$ cat src/rtl/distribute_pkg.sv
// Shared definitions for the multicast distribution-tree scheduler: state
// encoding, sizing helpers and branch tag polarity.
package distribute_pkg;

    typedef enum logic {
        IDLE  = 1'b0,
        ISSUE = 1'b1
    } state_e;

    // A set tag bit steers a tree stage to its high branch.
    localparam logic TAG_HIGH = 1'b1;

    function automatic int clog2(input int n);
        int r;
        r = 0;
        while ((1 << r) < n) r++;
        return r;
    endfunction

    function automatic int leaf_count(input int levels);
        return 1 << levels;
    endfunction

endpackage

$ cat src/rtl/distribute_lsb_prio_enc.sv
// Lowest-set-bit priority encoder: index, one-hot clear vector, and
// single/none population flags for the remaining leaf mask.
module distribute_lsb_prio_enc
    import distribute_pkg::*;
#(
    parameter int NUM_LEAF = 4,
    localparam int IDX_W   = (clog2(NUM_LEAF) < 1) ? 1 : clog2(NUM_LEAF)
) (
    input  logic [NUM_LEAF-1:0] mask,
    output logic [IDX_W-1:0]    idx,
    output logic [NUM_LEAF-1:0] clr,
    output logic                single_left,
    output logic                none
);

    always_comb begin
        // NOTE: every variable driven here gets a default first, so no path leaves it unassigned and no latch is inferred.
        idx = '0;
        for (int i = NUM_LEAF - 1; i >= 0; i--) begin
            if (mask[i]) idx = IDX_W'(i);
        end
    end

    // Two's-complement trick isolates the lowest set bit.
    assign clr         = mask & (~mask + NUM_LEAF'(1));
    assign none        = (mask == '0);
    assign single_left = !none && ((mask & (mask - NUM_LEAF'(1))) == '0);

endmodule

$ cat src/rtl/distribute_tree_mcast_sched.sv
// Root sequencer for a binary distribution tree: serializes a multicast leaf
// mask into ascending unicast issues. Optional DISTRIBUTE_SCHED_PERF_CNT_EN adds o_issue_cnt.
module distribute_tree_mcast_sched
    import distribute_pkg::*;
#(
    parameter int  DATA_WIDTH = 32,
    parameter int  LEVELS     = 2,
    localparam int NUM_LEAF   = leaf_count(LEVELS)
) (
    input  logic                  clk,
    input  logic                  rst,
    input  logic                  i_valid,
    output logic                  o_ready,
    input  logic [DATA_WIDTH-1:0] i_data,
    input  logic [NUM_LEAF-1:0]   i_mask,
    input  logic                  i_stall,
    output logic                  o_valid,
    output logic                  o_en,
    output logic [DATA_WIDTH-1:0] o_data,
    output logic [LEVELS-1:0]     o_cmd,
    output logic                  o_busy,
    output logic                  o_err_empty
`ifdef DISTRIBUTE_SCHED_PERF_CNT_EN
   ,output logic [31:0]           o_issue_cnt
`endif
);

    state_e                state_q, state_d;
    logic [NUM_LEAF-1:0]   mask_q, mask_d;
    logic [DATA_WIDTH-1:0] data_q, data_d;
    logic                  err_q, err_d;

    logic [LEVELS-1:0]     lsb_idx;
    logic [NUM_LEAF-1:0]   lsb_clr;
    logic                  single_left;
    logic                  mask_none;
    logic                  accept;

    distribute_lsb_prio_enc #(.NUM_LEAF(NUM_LEAF)) u_enc (
        .mask        (mask_q),
        .idx         (lsb_idx),
        .clr         (lsb_clr),
        .single_left (single_left),
        .none        (mask_none)
    );

    // Ready in ISSUE only on the final leaf, giving bubble-free chaining.
    assign o_ready     = !i_stall && ((state_q == IDLE) || single_left);
    assign accept      = i_valid && o_ready;
    assign o_valid     = (state_q == ISSUE) && !mask_none && !i_stall;
    assign o_en        = !i_stall;
    assign o_busy      = (state_q == ISSUE);
    assign o_cmd       = lsb_idx;
    assign o_data      = data_q;
    assign o_err_empty = err_q;

    always_comb begin
        state_d = state_q;
        mask_d  = mask_q;
        data_d  = data_q;
        err_d   = 1'b0;
        case (state_q)
            IDLE: begin
                if (accept) begin
                    if (i_mask != '0) begin
                        mask_d  = i_mask;
                        data_d  = i_data;
                        state_d = ISSUE;
                    end else begin
                        err_d = 1'b1;
                    end
                end
            end
            ISSUE: begin
                if (!i_stall) begin
                    mask_d = mask_q & ~lsb_clr;
                    if (single_left) begin
                        state_d = IDLE;
                        if (accept) begin
                            if (i_mask != '0) begin
                                mask_d  = i_mask;
                                data_d  = i_data;
                                state_d = ISSUE;
                            end else begin
                                err_d = 1'b1;
                            end
                        end
                    end
                end
            end
            default: state_d = IDLE;
        endcase
    end

    always_ff @(posedge clk or posedge rst) begin
        // NOTE: state registers use non-blocking assignments so every flop samples pre-edge values.
        if (rst) begin
            state_q <= IDLE;
            mask_q  <= '0;
            data_q  <= '0;
            err_q   <= 1'b0;
        end else begin
            state_q <= state_d;
            mask_q  <= mask_d;
            data_q  <= data_d;
            err_q   <= err_d;
        end
    end

`ifdef DISTRIBUTE_SCHED_PERF_CNT_EN
    always_ff @(posedge clk or posedge rst) begin
        if (rst)          o_issue_cnt <= '0;
        else if (o_valid) o_issue_cnt <= o_issue_cnt + 32'd1;
    end
`endif

endmodule

$ cat config.mk
export PLATFORM = sky130hd
export DESIGN_NAME = distribute_tree_mcast_sched
export DESIGN_NICKNAME = d
export VERILOG_FILES = /design/src/rtl/distribute_pkg.sv /design/src/rtl/distribute_lsb_prio_enc.sv /design/src/rtl/distribute_tree_mcast_sched.sv
export SDC_FILE = /design/constraint.sdc
export NUM_CORES = 1
export LEC_CHECK = 0
export BUFFER_PORTS_ARGS = -buffer_cell sky130_fd_sc_hd__buf_2
export CAP_MARGIN = 20
export CORE_MARGIN = 10
export CORE_UTILIZATION = 30
export CTS_CLUSTER_DIAMETER = 40
export DETAILED_ROUTE_END_ITERATION = 10
export PLACE_DENSITY = 0.64
export SETUP_SLACK_MARGIN = 0.2
export SLEW_MARGIN = 10
export SYNTH_ARGS = -nofsm -noshare
export SYNTH_HDL_FRONTEND = slang
export SYNTH_HIERARCHICAL = 1
export SYNTH_SLANG_ARGS = --single-unit
$ cat constraint.sdc
create_clock -name clk -period 2.15 [get_ports clk]
set_input_delay 0 -clock clk [delete_from_list [all_inputs] [get_ports clk]]
set_output_delay 0 -clock clk [all_outputs]
set_load 0.05 [all_outputs]
---- Word-level counts from Yosys, hierarchy flattened ----
Cells that the tools add are included.
W data, S select, Z words.
word-level totals
  output and inout port bits .............. 39
  input port bits ......................... 40
  logic and storage cells ................. 55
  bits in registers ....................... 38
operators by class
  muxes and demuxes ....................... 26
  reduce and logical (&&, ||, !) cells .... 13
  bitwise logic cells ..................... 6
  add/subtract/negate cells ............... 2
  eq/ne operators ......................... 4
operators by type and width
  kind                   count
  $mux W32               4
  $pmux W32 S2           1
  $mux W4                6
  $and A4 B4 Y4          3
  $logic_not A4 Y1       2
  $mux W1                8
  $mux W2                4
  $not A4 Y4             2
  $pmux W4 S2            1
  $logic_and A1 B1 Y1    5
  $add A4 B1 Y4 const B  1
  $ne A2 B1 Y1 const B   2
  $ne A2 B2 Y1 const B   2
  $pmux W1 S2            2
  $reduce_bool A4 Y1     1
  $sub A4 B1 Y4 const B  1
  $reduce_and A3 Y1      1
  $logic_not A1 Y1       2
  $reduce_and A2 Y1      1
  $logic_or A1 B1 Y1     1
  $not A1 Y1             1

---- Logic depth before layout (Yosys ltp) ----
Gate-level depths: netlist (run 1).
  word-level depth ........................ 11
  depth in mapped cells ................... 7
  depth with buffers taken out ............ 5

---- Cells and area by module ----
Netlist (run 1), hierarchy kept.
modules (own cells, without submodules)
  module                       seq. area each (um2)  cells each  area an instance (um2)  instances
  distribute_tree_mcast_sched  950.9                 105         1682.9                  1
  distribute_lsb_prio_enc      0.0                   14          88.8                    1

---- Least setup slack after synthesis (run 1) ----
No wires, ideal clock.
  path kind ............................... register to register
  from .................................... reg mask_q[1]
  to ...................................... reg data_q[0] (netlist: o_data[0])
  required time ........................... 2.025 ns
  setup time .............................. 0.125 ns
  slack ................................... 0.124 ns
  period minus slack after synthesis ...... 2.026 ns
  arrival ................................. 1.900 ns
  cell stages (with the launch flop) ...... 8
  buffers on the path ..................... 2
  cells stage by stage .................... dfrtp_1 > nor2b_2 > a221o_1 > nand2b_1 > and4_4 > buf_6 > buf_12 > mux2_4
on the way
  cells in the longest elaborated chain, start to end .. 11
  elaborated cells between the ends (all ways) .. 15
  those cells by class .................... 1 x add/sub; 1 x eq/ne; 4 x mux; 1 x bitwise; 8 x reduce/logical
ends and longest elaborated chain
  element                  RTL line                            text
  start, declared          distribute_tree_mcast_sched.sv:29   logic [NUM_LEAF-1:0] mask_q, mask_d;
  start signal, assigned   distribute_tree_mcast_sched.sv:104  mask_q <= mask_d;
  $sub A4 B1 Y4            distribute_lsb_prio_enc.sv:27       assign single_left = !none && ((mask & (mask - NUM_LEAF'(1))) == '0);
  $and A4 B4 Y4            distribute_lsb_prio_enc.sv:27
  $logic_not A4 Y1         distribute_lsb_prio_enc.sv:27
  $logic_and A1 B1 Y1 (*)  distribute_lsb_prio_enc.sv:27
  named net single_left    distribute_tree_mcast_sched.sv:35   logic single_left;
  $logic_or A1 B1 Y1       distribute_tree_mcast_sched.sv:48   assign o_ready = !i_stall && ((state_q == IDLE) || single_left);
  $logic_and A1 B1 Y1      distribute_tree_mcast_sched.sv:48
  $logic_and A1 B1 Y1      distribute_tree_mcast_sched.sv:49   assign accept = i_valid && o_ready;
  $mux W32 (3 in a row)    --
  $pmux W32 S2             --
  end signal, assigned     distribute_tree_mcast_sched.sv:105  data_q <= data_d;
  end, declared            distribute_tree_mcast_sched.sv:30   logic [DATA_WIDTH-1:0] data_q, data_d;
Mark *: on every way through the listed nets, which the timed path passes. The rest lies on a longest branch. The select of a mux whose other input is x is not followed.
A chain may end at the register's enable or synchronous reset.

---- Worst setup path after layout (run 1) ----
  from .................................... reg mask_q[1]
  to ...................................... reg data_q[18] (netlist: o_data[18])
The elaborated chain is that of the path after synthesis.

==> results of run 1 <==
==> worst max-delay path, cell delays in order, from the launching register on <==
cell      delay [ns]
dfrtp_2         0.44
nor4b_2         0.28
a221o_1         0.19
nand2b_4        0.14
and4_4          0.33
buf_12          0.16
mux2_4          0.30
==> kinds of logic (layout without fill, tap and decap cells) <==
logic type      after synthesis  in the layout  share of synthesized area
flops                        38             38                      0.537
mux                          32             32                      0.265
simple gates                 26             26                     0.0918
xor+xnor                      1              1                    0.00494
compound gates                9              9                     0.0403
buf+inv                      13            145                     0.0614
==> Yosys cell counts <==
library cell  number
xor2_1             1
inv_2              1
or3_1              4
nor4b_1            1
mux2_4            29
nor2b_2            1
buf_6              1
o41ai_1            1
and4_4             1
nor4_1             1
nand2b_1           3
buf_4              1
nor3_1             3
a21oi_1            2
buf_12             3
inv_1              7
o221ai_1           4
nand3_1            1
nand4_1            4
mux2_2             3
a221o_1            1
or4_4              1
and2_1             2
nor2_1             4
dfrtp_1           38
a21o_1             1
==> final timing paths <==
| path | slack, ns | cells past startpoint | end |
|---|---|---|---|
| min | 0.03 | 3 | mask_q[1]$_DFFE_PP0P_ |
| max | 0.20 | 6 | o_data[18]$_DFFE_PP0P_ |
| min in group asynchronous | 0.42 | 3 | o_data[15]$_DFFE_PP0P_ |
| max in group asynchronous | 0.95 | 4 | mask_q[3]$_DFFE_PP0P_ |
| max reg2reg | 0.20 | 6 | o_data[18]$_DFFE_PP0P_ |
| min reg2reg | 0.51 | 1 | o_data[15]$_DFFE_PP0P_ |
==> what timing repair did <==
action | 4_1_cts | 5_1_grt
setup endpoints to repair | 29 | 33
buffers inserted | 4 | 3
pin swaps | 2 | 3
cloned | 1 | 0
hold endpoints to repair | 51 | 0
resized for setup | 9 | 7
hold buffers | 36 | 0
==> per-layer routing <==
| metal | wire, um | share of wire |
|---|---|---|
| met5 | 0 | 0 |
| met4 | 80 | 0.015 |
| met3 | 344 | 0.064 |
| met2 | 2460 | 0.46 |
| met1 | 2510 | 0.46 |
==> state kept, by name (all words and copies together) (netlist names) <==
name	count
o_data	32
o_busy	1
mask_q	4
o_err_empty	1
==> layout make-up <==
class / count / area share
Clock buffer: 5 / 0.0239
Clock inverter: 3 / 0.0239
Inverter: 8 / 0.0104
Multi-Input combinational cell: 68 / 0.259
Sequential cell: 38 / 0.332
Tap cell: 72 / 0.0313
Timing Repair Buffer: 129 / 0.319
==> power breakdown <==
group	switching (mW)	internal (mW)	total, mW
Sequential	0.254	1.08	1.33
Combinational	1.93	1.15	3.09
Clock	0.258	0.465	0.723
==> qor.txt, run 1 <==
RSZ-0062 raised after global routing - true
Final nets - 290
Die X - 96.9 um
Overall power - 5.14 mW
Clock sink total - 38
Placed instance count - 271
Fin util - 0.512
Top-area cell type share of the netlist area - 0.537
Routed len/inst - 16.7 um
DRC Markers - 0
VDD IR max - 945 uV
GRT Total Usage - 0.111
Met3 usage - 0.0383
Worst-path clk slew - 0.08 ns
Status - finished, final reports clean
Grt ovf - 0
Clk buf depth - 2
Leak - 1.41 nW
Area Overhead vs Synth - 62.2%
Dpl cell area - 2250 um2
GP Congestion - 0.826
Via count - 1463
Skew-Pair Late Insertion Delay - 0.28 ns
Cell area after layout - 2870 um2
Most frequent cells in the layout - 77 x buf_2, 36 x dlygate4sd3_1, 35 x dfrtp_1
Post-route ant nets - 0
Fraction of layout cells with a size suffix above 1 - 0.574
Starting Density - 0.316
Met1 usage - 0.141
Synth area leaders - dfrtp_1 54%, mux2_4 25%, buf_12 3.4%
Hold Fails Final Rpt - 0
Critical path type - reg -> reg
CP Launch Type - flip-flop
GRT Max-Usage Layer - met2
Commonest non-fill, non-tap cell in the layout - buf_2
HP Start - i_mask[1]
Vias in the first global route - 1580
Die Area - 9380 um2
Reg area - 955 um2
Slew Limit Fails - 0
YS warnings - 6
Fmax - 0.513 GHz
First-pass GRT wire length - 8690 um
Slew @ Worst Pin - 0.731 ns
Largest net degree at the start of global routing - 21
DR pass1 iterations - 4
Worst Skew - 0.00405 ns
Register area share after synthesis - 0.537
Row count - 27
Total inserted antenna cells - 0
WP data arrival - 2.12 ns
Final Cycle Share - 0.907
H-Tree Level Count - 2
Type of the most critical hold path - in -> reg
Yosys top cell by area - dfrtp_1
Initial antenna violation count - 0
Multi-input logic area - 744 um2
Mapped Cells - 119
Netlist cell types - 26
Chip Height - 96.9 um
Vias per inst - 4.53
CP endpoint kind - flip-flop
DPL Wire Length - 3650 um
Worst r2r src - mask_q[1]$_DFFE_PP0P_
Final std cells w/o fill - 323
# fillers - 471
Grt met2 use - 0.171
Buffers on Ports - 78
Yosys reg bits - 38
Post-synth net total - 159
Place WS - 0.0552 ns
Critical Path Fanout Max - 7
Worst hold slack - 0.0331 ns
Worst Setup Slack, final - 0.201 ns
I/O pin count - 79
Max cap viols - 0
Worst Setup SP - mask_q[1]$_DFFE_PP0P_
DRT Wirelength - 5390 um
Core area - 5610 um2
Inserted Clock Buffers - 5
Final setup TNS - 0 ns
WP data required - 2.32 ns
Clk root buf - clkbuf_8
Final Setup Violations - 0
Slew HR - 0.512
Mapped cell area - 1770 um2
CTS tree - done
Final min period - 1.95 ns
Pwr per Cell Area - 1790 nW/um2
DRT iter0 DRCs - 70
Avg Cell Area, Syn - 14.9 um2
Note: power is estimated with default switching activity, not from simulation.
==> run 2: changes to the inputs <==
--- a/config.mk
+++ b/config.mk
@@ -5,9 +5,8 @@
 export SDC_FILE = /design/constraint.sdc
 export NUM_CORES = 1
 export LEC_CHECK = 0
-export BUFFER_PORTS_ARGS = -buffer_cell sky130_fd_sc_hd__buf_2
+export BUFFER_PORTS_ARGS = -buffer_cell sky130_fd_sc_hd__clkbuf_2
 export CAP_MARGIN = 20
-export CORE_MARGIN = 10
 export CORE_UTILIZATION = 30
 export CTS_CLUSTER_DIAMETER = 40
 export DETAILED_ROUTE_END_ITERATION = 10
==> run 2 against run 1 <==
  * Flip-flop and latch count is the same
  * Clock skew grew 0.0016 ns
  * Sequential share of layout area grew 1.9 points
  * Critical path depth is the same
  * Die area shrank 34%
  * Power shrank 7.8%
  * Highest routed layer unchanged
  * Hold slack lost 0.020 ns
  * Design area shrank 5.3%
  * Critical endpoint is now o_data[17]$_DFFE_PP0P_
==> qor.txt, run 2 (same netlist as run 1, synthesis figures left out) <==
Final min period - 1.93 ns (-0.0180 ns)
DRC Markers - 0 (unchanged)
Clk root buf - clkbuf_8
Type of the most critical hold path - in -> reg
Final Setup Violations - 0 (unchanged)
DRT Wirelength - 4340 um (-20%)
Placed instance count - 270 (-0.37%)
Leak - 1.35 nW (-4.7%)
WP buf/inv - 1 (unchanged)
Skew-Pair Late Insertion Delay - 0.28 ns (about the same)
H-Tree Level Count - 2 (unchanged)
Critical path type - reg -> reg
Number of flip-flops in the largest register - 32 (unchanged)
Slew @ Worst Pin - 0.478 ns (-0.253 ns)
DR pass1 iterations - 4 (unchanged)
Grt ovf - 0 (unchanged)
Via count - 1408 (-3.8%)
Worst Skew - 0.00565 ns (+0.00160 ns)
Critical Path Fanout Max - 10 (+3)
Largest net degree at the start of global routing - 39 (+86%)
Post-route ant nets - 0 (unchanged)
Slowest CP cell - dfrtp_2
WP data arrival - 2.10 ns (-0.02 ns)
GRT Total Usage - 0.145 (+0.0340)
Chip Height - 78.9 um (-19%)
Total inserted antenna cells - 0 (unchanged)
Met2 wire len - 2100 um (-15%)
Buffers on Ports - 78 (unchanged)
DR top layer - met4
Flop2flop setup slack - 0.22 ns (+0.02 ns)
First-pass GRT wire length - 7020 um (-19%)
Status - finished, final reports clean
GP Congestion - 0.836 (+1.2%)
VDD IR max - 843 uV (-11%)
Routed wl met3 - 335 um (-2.6%)
CTS tree - done
Final std cells w/o fill - 313 (-3.1%)
# fillers - 493 (+4.7%)
DPL Wire Length - 2820 um (-23%)
Family with the most delay on the worst path - simple AND/OR/NAND/NOR gates
RSZ-0062 raised after global routing - true
Max cap viols - 0 (unchanged)
Final nets - 280 (-3.4%)
Initial antenna violation count - 0 (unchanged)
Starting Density - 0.316 (unchanged)
Die Area - 6220 um2 (-34%)
Slew Limit Fails - 0 (unchanged)
Final Cycle Share - 0.898 (-0.00838)
Area Overhead vs Synth - 53.6%
Clock sink total - 38 (unchanged)
Crit-path cells - nor4b_2 -> a221o_1 -> nand2b_4 -> and4_4 -> buf_12 -> mux2_2
I/O pin count - 79 (unchanged)
Fmax - 0.518 GHz (+0.93%)
CP Launch Type - flip-flop
Most frequent cells in the layout - 78 x clkbuf_2, 35 x dfrtp_1, 33 x dlygate4sd3_1
WL met1 - 1850 um (-26%)
Die X - 78.9 um (-19%)
Final setup TNS - 0 ns (unchanged)
Hold Fails Final Rpt - 0 (unchanged)
Overall power - 4.74 mW (-7.8%)
Cell area after layout - 2720 um2 (-5.3%)
Fraction of layout cells with a size suffix above 1 - 0.564 (-0.00939)
WP data required - 2.32 ns (about the same)
Slowest stage delay, CP - 0.44 ns (about the same)
DRT iter0 DRCs - 28 (-60%)
Pwr per Cell Area - 1740 nW/um2 (-2.6%)
Slew HR - 0.681 (+0.169)
Core area - 5610 um2 (unchanged)
Vias per inst - 4.50 (-0.68%)
Worst-path clk slew - 0.07 ns (about the same)
Vias in the first global route - 1521 (-3.7%)
Row count - 27 (unchanged)
CP endpoint kind - flip-flop
Clk buf depth - 2 (unchanged)
Routed len/inst - 13.9 um (-17%)
Commonest non-fill, non-tap cell in the layout - clkbuf_2
Dpl cell area - 2260 um2 (+0.22%)
Inserted Clock Buffers - 5 (unchanged)
Worst hold slack - 0.0131 ns (-0.0200 ns)
## run 2: routing by layer
metal / global-route usage / vias up
met3: 0.0391 / 5
met4: 0.0545 / 0
met2: 0.251 / 61
met1: 0.171 / 671
met5: 0 / -
li1: - / 671
## run 2: what timing repair did
item | CTS | global route
setup buffers | 0 | 2
hold buffers | 33 | 0
hold endpoints to repair | 70 | 0
resized for setup | 3 | 3
pin swaps | 0 | 2
setup endpoints to repair | 32 | 32
cloned | 0 | 0
## run 2: power breakdown
part	internal (mW)	leakage (nW)	total, mW	switching (mW)
combinational	1.05	0.853	2.90	1.85
clock	0.258	0.0482	0.492	0.234
sequential	1.08	0.448	1.35	0.266
total	2.39	1.35	4.74	2.35
## run 2: per-stage QoR
| stage | worst slack, ns | utilization |
|---|---|---|
| global route | 0.151 | 0.485 |
| floorplan | 0.218 | - |
| detailed placement | 0.162 | 0.402 |
| finish | 0.219 | 0.485 |
| CTS | 0.207 | 0.479 |
| global placement | 0.206 | 0.402 |
## run 2: worst register-to-register path, cell delays in order (launching register included)
cell and delay [ns]:
dfrtp_2 0.44, nor4b_2 0.29, a221o_1 0.17, nand2b_4 0.14, and4_4 0.29, buf_12 0.15
mux2_2 0.33
## run 2: area by class of cell
type	count	area, um2	share of cell area
timing repair buffer	119	822	0.302
sequential	38	955	0.351
clock inverter	1	5.00	0.00184
tap	72	90.1	0.0331
inverter	8	30.0	0.0110
multi-input combinational	68	733	0.269
clock buffer	7	86.3	0.0317
## run 2: final timing paths
check | startpoint | end | depth (start not counted)
hold reg to reg | o_data[11]$_DFFE_PP0P_ | o_data[11]$_DFFE_PP0P_ | 1
hold / removal | i_mask[2] | o_err_empty$_DFF_PP0_ | 3
max in group asynchronous | rst | mask_q[2]$_DFFE_PP0P_ | 4
min in group asynchronous | rst | o_data[9]$_DFFE_PP0P_ | 4
setup reg to reg | mask_q[1]$_DFFE_PP0P_ | o_data[17]$_DFFE_PP0P_ | 6
setup / recovery | mask_q[1]$_DFFE_PP0P_ | o_data[17]$_DFFE_PP0P_ | 6
==> run 3: changes to the inputs <==
--- a/config.mk
+++ b/config.mk
@@ -7,10 +7,11 @@
 export LEC_CHECK = 0
 export BUFFER_PORTS_ARGS = -buffer_cell sky130_fd_sc_hd__clkbuf_2
 export CAP_MARGIN = 20
-export CORE_UTILIZATION = 30
+export CORE_UTILIZATION = 46
 export CTS_CLUSTER_DIAMETER = 40
 export DETAILED_ROUTE_END_ITERATION = 10
-export PLACE_DENSITY = 0.64
+export PLACE_DENSITY = 0.87
+export REMOVE_ABC_BUFFERS = 1
 export SETUP_SLACK_MARGIN = 0.2
 export SLEW_MARGIN = 10
 export SYNTH_ARGS = -nofsm -noshare
==> run 3 against run 2 <==
  * Maximum frequency about the same
  * Wire length down 2.9%
  * Cell count fell by 7.7%
  * Via count rose by 0.28%
  * Clock power increased by 49%
  * First-iteration DRC count increased by 32%
  * Non-clock buffer count stayed put
  * Critical path depth is the same
  * Combinational power barely moved
  * Die area fell by 34%
  * Global-route usage up 7.3 points
  * Hold slack lost 0.00075 ns
  * Critical path type unchanged
  * Critical endpoint unchanged
  * Largest power group unchanged
==> qor.txt, run 3 (same netlist as run 1, synthesis figures left out) <==
CP endpoint kind - flip-flop
Critical path type - reg -> reg
Slew HR - 0.700 (+0.0193)
DRT iter0 DRCs - 37 (+32%)
Critical Path Fanout Max - 13 (+3)
Crit-path cells - nor4b_2 -> a221o_1 -> nand2b_1 -> and4_4 -> buf_12 -> mux2_2
RSZ-0062 raised after global routing - true
WP data required - 2.32 ns (about the same)
Row count - 22 (-19%)
Fraction of layout cells with a size suffix above 1 - 0.556 (-0.00830)
VDD IR max - 898 uV (+6.6%)
Fmax - 0.518 GHz (about the same)
Clk root buf - clkbuf_8
Via count - 1412 (+0.28%)
Slew Limit Fails - 0 (unchanged)
Pwr per Cell Area - 1810 nW/um2 (+4.1%)
Skew-Pair Late Insertion Delay - 0.28 ns (about the same)
Final Setup Violations - 0 (unchanged)
Clock power frac - 0.148 (+0.044)
Initial antenna violation count - 0 (unchanged)
Leak - 1.37 nW (+1.4%)
First-pass GRT wire length - 6830 um (-2.7%)
Buffers on Ports - 78 (unchanged)
Clk buf depth - 2 (unchanged)
CP Launch Type - flip-flop
Inserted Clock Buffers - 5 (unchanged)
Die Area - 4100 um2 (-34%)
DR pass1 iterations - 4 (unchanged)
Hold Fails Final Rpt - 0 (unchanged)
Chip Height - 64.1 um (-19%)
Net Sw Frac - 0.475 (-0.0207)
Max cap viols - 0 (unchanged)
Worst r2r src - mask_q[1]$_DFFE_PP0P_
Status - finished, final reports clean
Final Cycle Share - 0.897 (about the same)
Most frequent cells in the layout - 77 x clkbuf_2, 35 x dfrtp_1, 33 x dlygate4sd3_1
Pint - 2.60 mW (+8.8%)
Flop2flop setup slack - 0.22 ns (about the same)
Clock sink total - 38 (unchanged)
GP Congestion - 0.878 (+5.0%)
Routed len/inst - 14.6 um (+5.2%)
Total inserted antenna cells - 0 (unchanged)
Vias in the first global route - 1430 (-6.0%)
I/O pin count - 79 (unchanged)
Hold Path End - o_err_empty$_DFF_PP0_
Overall power - 4.95 mW (+4.5%)
Comb power frac - 0.581 (-0.031)
Hold Path Depth - 3 (unchanged)
Number of flip-flops in the largest register - 32 (unchanged)
Final min period - 1.93 ns (-0.00142 ns)
Slew @ Worst Pin - 0.444 ns (-0.0348 ns)
Grt ovf - 0 (unchanged)
Slowest stage delay, CP - 0.44 ns (about the same)
DRT Wirelength - 4210 um (-2.9%)
Psw - 2.35 mW (+0.13%)
GRT Total Usage - 0.218 (+0.0734)
WP buf/inv - 1 (unchanged)
Post-route ant nets - 0 (unchanged)
Worst r2r path cells - 6 (unchanged)
Core area - 3690 um2 (-34%)
CTS tree - done
Vias per inst - 4.89 (+8.6%)
HP Start - i_mask[2]
Die X - 64.1 um (-19%)
Worst-path clk slew - 0.07 ns (about the same)
Final setup TNS - 0 ns (unchanged)
Largest net degree at the start of global routing - 39 (unchanged)
Area Overhead vs Synth - 54.2%
Type of the most critical hold path - in -> reg
Starting Density - 0.480 (+0.164)
Share of power burned in registers - 0.272 (-0.012)
R2R Path End - o_data[17]$_DFFE_PP0P_
Worst Skew - 0.00503 ns (-0.000617 ns)
Slowest CP cell - dfrtp_2
DRC Markers - 0 (unchanged)
Worst hold slack - 0.0123 ns (-0.000755 ns)
Final nets - 280 (unchanged)
Commonest non-fill, non-tap cell in the layout - clkbuf_2
Family with the most delay on the worst path - simple AND/OR/NAND/NOR gates
H-Tree Level Count - 2 (unchanged)
DPL Wire Length - 2590 um (-7.9%)
WP data arrival - 2.10 ns (about the same)
-- run 3: cell types whose count changed in the layout (fill, tap and decap cells not counted), sizes merged --
cell,previous run,this run
clkbuf,85,84
bufinv,0,2
clkinv,1,0
-- run 3: metrics by stage --
| step | utilization | instances | area [um2] | worst slack [ns] |
|---|---|---|---|---|
| 2_1_floorplan | - | 114 | 1690 | 0.00272 |
| 3_3_place_gp | 0.596 | 244 | 2200 | 0.235 |
| 3_5_place_dp | 0.596 | 244 | 2200 | 0.172 |
| 4_1_cts | 0.727 | 285 | 2680 | 0.196 |
| 5_1_grt | 0.741 | 289 | 2730 | 0.148 |
| 6_report | 0.741 | 289 | 2730 | 0.220 |
-- run 3: metal layers --
metal  up-vias  track usage  part of all wire
li1        669            -                 -
met1       668        0.288              0.45
met2        72        0.363              0.46
met3         3       0.0571             0.082
met4         0       0.0426            0.0076
met5         -            0                 0
-- run 3: worst register-to-register path: cells and delay by family, from the launching register on --
kind | cells | cell delay, ns
AND/OR/NAND/NOR | 3 | 0.70
AO/OA/AOI/OAI | 1 | 0.16
multiplexers | 1 | 0.34
flip-flops | 1 | 0.44
buffers and inverters | 1 | 0.17
-- run 3: how the worst max path moves through the flow --
stage | start | end | slack (ns) | depth (start not counted)
after floorplan | mask_q[1]$_DFFE_PP0P_ | o_data[17]$_DFFE_PP0P_ | 0.003 | 5
after global placement | mask_q[1]$_DFFE_PP0P_ | o_data[16]$_DFFE_PP0P_ | 0.24 | 6
after detailed placement | mask_q[1]$_DFFE_PP0P_ | o_data[26]$_DFFE_PP0P_ | 0.17 | 6
after CTS | mask_q[2]$_DFFE_PP0P_ | o_data[26]$_DFFE_PP0P_ | 0.20 | 6
after global routing | mask_q[2]$_DFFE_PP0P_ | o_data[19]$_DFFE_PP0P_ | 0.15 | 6
final | mask_q[1]$_DFFE_PP0P_ | o_data[17]$_DFFE_PP0P_ | 0.22 | 6
-- run 3: cell type report --
cell class | instances | area [um2]
flip-flops and latches | 38 | 955
well taps | 48 | 60.1
clock buffers | 6 | 82.6
multi-input cells | 68 | 718
fillers | 251 | 957
repair buffers | 119 | 826
clock inverters | 2 | 60.1
inverters | 8 | 30.0
-- run 3: repair_timing --
| action | CTS | global route |
|---|---|---|
| hold buffers | 33 | 0 |
| endpoints found under the hold margin | 70 | 0 |
| resized for setup | 3 | 3 |
| buffers inserted | 0 | 3 |
| pin swaps | 0 | 1 |
| endpoints found under the setup margin | 27 | 33 |
| gates cloned | 0 | 1 |
-- run 3: power groups by stage --
stage	Sequential [mW]	Combinational (mW)	Clock (mW)
2_1_floorplan	2.43	0.994	0
3_3_place_gp	1.33	2.68	0
3_5_place_dp	1.34	2.72	0
4_1_cts	1.34	2.79	0.746
5_1_grt	1.40	3.01	0.771
6_report	1.35	2.88	0.731
